--- src/rtl/nanorv32_irq_flow_ctrl.sv ---
// nanorv32 pipeline flow control with prioritised multi-line interrupt entry.
// Produces stall / new-PC / data-cycle strobes and sequences the micro-ROM
// address that replaces fetched code during context save (entry) and restore
// (reti exit).
module nanorv32_irq_flow_ctrl #(
   parameter int NUM_IRQ     = 4,
   parameter int UROM_AW     = 6,
   parameter int ENTRY_START = 0,
   parameter int ENTRY_STOP  = 15,
   parameter int EXIT_START  = 16,
   parameter int EXIT_STOP   = 31,
   localparam int IW = (NUM_IRQ > 1) ? $clog2(NUM_IRQ) : 1
) (
   input  logic               clk,
   input  logic               rst_n,
   input  logic               branch_taken,
   input  logic               datamem_read,
   input  logic               datamem_write,
   input  logic               hreadyd,
   input  logic               codeif_cpu_ready_r,
   input  logic               interlock,
   input  logic               branch_wait,
   input  logic [NUM_IRQ-1:0] irq,
   input  logic [NUM_IRQ-1:0] irq_mask,
   input  logic               reti_inst_detected,
   output logic               force_stall_pstate,
   output logic               force_stall_pstate2,
   output logic               force_stall_reset,
   output logic               output_new_pc,
   output logic               valid_inst,
   output logic               data_access_cycle,
   output logic [1:0]         pstate_r,
   output logic [UROM_AW-1:0] urom_addr_r,
   output logic               irq_bypass_inst_reg_r,
   output logic               interrupt_state_r,
   output logic               allow_hidden_use_of_x0,
   output logic [NUM_IRQ-1:0] irq_ack,
   output logic [IW-1:0]      irq_id_r
);

   typedef enum logic [1:0] {
      PS_RESET  = 2'd0,
      PS_CONT   = 2'd1,
      PS_BRANCH = 2'd2,
      PS_WAITLD = 2'd3
   } pstate_t;

   localparam logic [UROM_AW-1:0] ENTRY_START_A = UROM_AW'(ENTRY_START);
   localparam logic [UROM_AW-1:0] ENTRY_STOP_A  = UROM_AW'(ENTRY_STOP);
   localparam logic [UROM_AW-1:0] EXIT_START_A  = UROM_AW'(EXIT_START);
   localparam logic [UROM_AW-1:0] EXIT_STOP_A   = UROM_AW'(EXIT_STOP);

   pstate_t              pstate_q, pstate_d;
   logic [UROM_AW-1:0]   urom_q, urom_d;
   logic                 bypass_q, bypass_d;
   logic                 int_state_q, int_state_d;
   logic                 restore_q, restore_d;
   logic [IW-1:0]        id_q, id_d;
   logic [NUM_IRQ-1:0]   ack_q, ack_d;

   logic                 freeze;
   logic                 data_acc;
   logic [NUM_IRQ-1:0]   req;
   logic [IW-1:0]        win_id;
   logic [NUM_IRQ-1:0]   win_oh;
   logic                 cont_like;
   logic                 advance;
   logic                 accept;
   logic [UROM_AW-1:0]   stop_addr;

   assign freeze    = interlock | branch_wait;
   assign data_acc  = datamem_read | datamem_write;
   assign req       = irq & irq_mask;
   assign stop_addr = restore_q ? EXIT_STOP_A : ENTRY_STOP_A;

   // Fixed-priority encoder: scanning downwards leaves the lowest set index.
   always_comb begin
      win_id = '0;
      win_oh = '0;
      for (int i = NUM_IRQ - 1; i >= 0; i--) begin
         if (req[i]) begin
            win_id    = IW'(i);
            win_oh    = '0;
            win_oh[i] = 1'b1;
         end
      end
   end

   // Strobes and next-state decode; a freeze overrides every state update.
   always_comb begin
      force_stall_pstate  = 1'b0;
      force_stall_pstate2 = 1'b0;
      force_stall_reset   = 1'b0;
      output_new_pc       = 1'b0;
      data_access_cycle   = 1'b0;
      pstate_d            = pstate_q;
      urom_d              = urom_q;
      bypass_d            = bypass_q;
      int_state_d         = int_state_q;
      restore_d           = restore_q;
      id_d                = id_q;
      ack_d               = '0;
      cont_like           = 1'b0;
      advance             = 1'b0;
      accept              = 1'b0;

      case (pstate_q)
         PS_RESET: begin
            force_stall_pstate  = 1'b1;
            force_stall_pstate2 = 1'b1;
            force_stall_reset   = 1'b1;
            pstate_d            = PS_CONT;
         end
         PS_CONT: begin
            cont_like = 1'b1;
         end
         PS_BRANCH: begin
            output_new_pc = 1'b1;
            if (reti_inst_detected && int_state_q) begin
               // Return from handler: run the restore sequence from micro-ROM.
               urom_d      = EXIT_START_A;
               bypass_d    = 1'b1;
               restore_d   = 1'b1;
               int_state_d = 1'b0;
               pstate_d    = PS_CONT;
            end else if (codeif_cpu_ready_r) begin
               pstate_d  = PS_CONT;
               bypass_d  = 1'b0;
               restore_d = 1'b0;
            end else begin
               force_stall_pstate = 1'b1;
            end
         end
         default: begin
            // WAITLD is only reachable through the legacy encoding.
            if (hreadyd) begin
               cont_like = 1'b1;
               pstate_d  = PS_CONT;
            end else begin
               force_stall_pstate  = 1'b1;
               force_stall_pstate2 = 1'b1;
            end
         end
      endcase

      if (cont_like) begin
         if (branch_taken) begin
            force_stall_pstate = 1'b1;
            output_new_pc      = 1'b1;
            pstate_d           = PS_BRANCH;
         end else begin
            advance = ~data_acc | hreadyd;
            if (data_acc) begin
               data_access_cycle   = 1'b1;
               force_stall_pstate  = ~hreadyd;
               force_stall_pstate2 = 1'b1;
            end else if ((req != '0) && !bypass_q && !int_state_q) begin
               accept = 1'b1;
            end
         end
      end

      if (advance && bypass_q && (urom_q != stop_addr))
         urom_d = urom_q + 1'b1;

      if (accept) begin
         urom_d      = ENTRY_START_A;
         bypass_d    = 1'b1;
         int_state_d = 1'b1;
         id_d        = win_id;
         ack_d       = win_oh;
      end

      if (freeze) begin
         pstate_d    = pstate_q;
         urom_d      = urom_q;
         bypass_d    = bypass_q;
         int_state_d = int_state_q;
         restore_d   = restore_q;
         id_d        = id_q;
         ack_d       = '0;
      end
   end

   // State registers with asynchronous clear.
   always_ff @(posedge clk or negedge rst_n) begin
      if (!rst_n) begin
         pstate_q    <= PS_RESET;
         urom_q      <= '0;
         bypass_q    <= 1'b0;
         int_state_q <= 1'b0;
         restore_q   <= 1'b0;
         id_q        <= '0;
         ack_q       <= '0;
      end else begin
         pstate_q    <= pstate_d;
         urom_q      <= urom_d;
         bypass_q    <= bypass_d;
         int_state_q <= int_state_d;
         restore_q   <= restore_d;
         id_q        <= id_d;
         ack_q       <= ack_d;
      end
   end

   assign valid_inst             = 1'b1;
   assign pstate_r               = pstate_q;
   assign urom_addr_r            = urom_q;
   assign irq_bypass_inst_reg_r  = bypass_q;
   assign interrupt_state_r      = int_state_q;
   assign allow_hidden_use_of_x0 = restore_q;
   assign irq_id_r               = id_q;
   // The acknowledge pulse is suppressed in any frozen cycle.
   assign irq_ack                = ack_q & {NUM_IRQ{~freeze}};

endmodule

--- config.mk ---
export PLATFORM = sky130hd
export DESIGN_NAME = nanorv32_irq_flow_ctrl
export DESIGN_NICKNAME = d
export VERILOG_FILES = /design/src/rtl/nanorv32_irq_flow_ctrl.sv
export SDC_FILE = /design/constraint.sdc
export NUM_CORES = 1
export LEC_CHECK = 0
export CAP_MARGIN = 20
export CORE_AREA = 2 2 66 68
export CTS_CLUSTER_DIAMETER = 100
export CTS_CLUSTER_SIZE = 24
export DETAILED_ROUTE_END_ITERATION = 6
export DIE_AREA = 0 0 68 70
export PLACE_DENSITY_LB_ADDON = 0.05
export SLEW_MARGIN = 20
export SYNTH_ARGS = -nofsm -noshare
export SYNTH_HDL_FRONTEND = slang
export SYNTH_SLANG_ARGS = --single-unit
--- constraint.sdc ---
create_clock -name clk -period 3.1 [get_ports clk]
set_input_delay 0.62 -clock clk [delete_from_list [all_inputs] [get_ports clk]]
set_output_delay 0.62 -clock clk [all_outputs]
set_load 0.03 [all_outputs]
==> summary.txt <==
Synthesis
  • Avg Cell Area, Syn: 9.02 sq um
  • Synth Flop Type: dfrtp_1
  • Multiplexer share of the synthesized area: 0.0101
  • Post-synthesis compound-gate area fraction: 0.198
  • Seq cells post-synth: 17
  • Synth cell types: 43
  • Register area share after synthesis: 0.429
  • Syn nets: 129
  • Cells after Synth: 110
  • Cell area after synthesis: 992 sq um
  • Yosys warnings: 0
  • Post-synth EDFFs: 0
  • Ys async rst share: 1.00
  • Post-synthesis adder-cell area fraction: 0.0126
  • Simple-gate share of the synthesized area: 0.299
  • Main combinational cell family by area after synthesis: simple AND/OR/NAND/NOR gates
  • Synth Area in XOR/XNOR: 0.00883

GRT
  • First-pass GRT wire length: 4370 um
  • Initial antenna violation count: 0
  • GR peak layer: met2
  • Vias in the first global route: 967
  • GR Layer Usage met2: 0.202
  • Met1 usage: 0.151
  • Largest net degree at the start of global routing: 18
  • GR Util All Layers: 0.120
  • M3 GR Usage: 0.0258
  • GRT overflow: 0

Routing
  • Initial DRC count: 33
  • Via density: 4.67
  • Routed WL: 2690 um
  • WL/cell: 13.0 um
  • ANT nets after route: 0
  • Via count: 967
  • First drt pass iteration count: 4
  • Number of remaining DRC errors: 0

Die
  • Die X: 68 um
  • Initial Utilization: 0.239
  • Die Height: 70 um
  • DIE AREA: 4760 sq um
  • # IOs: 41
  • Number of cell rows: 24
  • CORE AREA: 4140 sq um

STA
  • Setup slack after layout: 0.153 ns
  • Fin. max-slew vios: 0
  • Min Clock Period, post-route: 2.95 ns
  • Headroom to the max-slew limit: 0.441
  • Period utilization: 0.951
  • Worst-margin pin slew: 0.836 ns
  • Setup tns final: 0 ns
  • Hold violation count in the final report: 0
  • Hold Slack: 0.493 ns
  • Fin Clk Skew: 0.00521 ns
  • RSZ-0062 raised after global routing: no
  • Fmax: 0.339 GHz
  • Final setup fails: 0

Clocking
  • Skew-Pair Late Insertion Delay: 0.25 ns
  • Root Driver: clkbuf_8
  • Clock tree buffer depth: 2
  • Worst-path clk slew: 0.07 ns
  • Hold-fix buffers, CTS: 0
  • Cts bufs inserted: 3
  • CTS tree: built
  • Post-CTS Resized: 0
  • Htree depth: 1
  • Clock sinks: 17
  • Postcts setup bufs: 0

Placement
  • Port-buffer cells: 39
  • GPL Wtd Cong: 0.852
  • Dpl cells: 203
  • Pre-CTS WS: 0.144 ns
  • Hpwl dp: 2140 um

Layout
  • Ant diodes: 0
  • Area Growth Syn to Fin: 52.2%
  • Share of layout cells above drive strength 1: 0.110
  • Util after Layout: 0.364
  • Fin cells: 207
  • Post-layout nets: 175

Setup path
  • Worst-case reg-to-reg path depth: 6
  • Critical setup path kind: input pin to output pin
  • CP required: 2.48 ns
  • Crit path max fanout: 3
  • Critical path endpoint category: output pin
  • Critical path arrival: 2.33 ns
  • Crit path launch type: input pin

Hold path
  • Hold Path Depth: 1
  • Hold WC Path Type: register to register

Job
  • Max Cap Violations: 0

Status
  • Outcome: finished, final reports clean

Power and ir drop
  • Peak supply drop: 0.268 mV
  • LEAKAGE: 0.657 nW
  • Pwr per Cell Area: 680 nW/um^2
cells by family (layout without fill, tap and decap cells):
logic type      count (synthesis)  after routing
simple gates                   56             56
compound gates                 26             26
fa+ha+maj                       1              1
xor+xnor                        1              1
mux                             1              1
other cells                     1              1
buf+inv                         7             52
flops                          17             17
power by group:
group / total [mW] / internal, mW / switching (mW)
clock network: 0.170 / 0.0903 / 0.0801
registers: 0.352 / 0.277 / 0.0748
logic: 0.504 / 0.222 / 0.282
total: 1.03 / 0.590 / 0.437
registers in the layout, indices dropped and copies added (netlist names):
name                    flops
allow_hidden_use_of_x0      1
ack_q                       4
irq_id_r                    2
pstate_r                    2
interrupt_state_r           1
irq_bypass_inst_reg_r       1
urom_addr_r                 6
synth_stat cells (all sizes together) (2+ instances only):
master / count / area [sq um]
a21oi: 5 / 25.0
nand2: 15 / 56.3
buf: 3 / 23.8
or2: 2 / 12.5
and2: 6 / 37.5
nor2: 9 / 33.8
nand3: 5 / 25.0
or3: 2 / 17.5
inv: 4 / 15.0
dfrtp: 17 / 425
o21ai: 7 / 38.8
a21o: 2 / 15.0
a22o: 2 / 17.5
nor3: 7 / 40.0
nor4: 2 / 12.5
and2b: 2 / 17.5
layout make-up:
type / count / area (sq um)
fillers: 453 / 2630
multi-input cells: 86 / 528
well taps: 52 / 65.1
clock buffers: 3 / 41.3
flip-flops and latches: 17 / 425
repair buffers: 44 / 428
clock inverters: 1 / 7.51
inverters: 4 / 15.0
metrics by stage:
step	total power [mW]	instance area [sq um]
6_report	1.03	1510
5_1_grt	1.10	1510
4_1_cts	1.04	1510
3_5_place_dp	0.867	1460
3_3_place_gp	0.865	1460
2_1_floorplan	0.633	992
worst paths after layout:
path	startpoint	endpoint	slack [ns]
max	hreadyd	force_stall_pstate2	0.15
min	irq_id_r[0]	irq_id_r[0]	0.49
max reg2reg	pstate_r[0]	urom_addr_r[3]	1.10
min reg2reg	irq_id_r[0]	irq_id_r[0]	0.49
max in group asynchronous	rst_n	allow_hidden_use_of_x0	1.74
min in group asynchronous	rst_n	irq_id_r[1]	0.84
per-layer routing:
layer	wire, um	part of all wire	vias to the layer above
met5	0	0	-
met4	13	0.0048	0
met3	146	0.054	2
met2	1310	0.49	25
met1	1220	0.45	459
li1	-	-	481
critical path, cell delays in order:
cell and delay [ns]:
clkdlybuf4s50_1 0.42, nand2b_1 0.19, o211a_1 0.16, or3_1 0.33, clkdlybuf4s50_1 0.60
placed cells by master, fill, tap and decap left out, types with 2 or more instances in the layout:
cell and instances:
a21oi_1 5, a21o_1 2, nor2_1 9, clkbuf_8 3, o21ai_0 6, nand3_1 5, a22o_1 2, buf_4 5
and2_1 6, inv_1 4, dfrtp_1 17, nor3_1 6, clkdlybuf4s50_1 39, nor4_1 2, nand2_1 15
(Power assumes the default switching activity.)
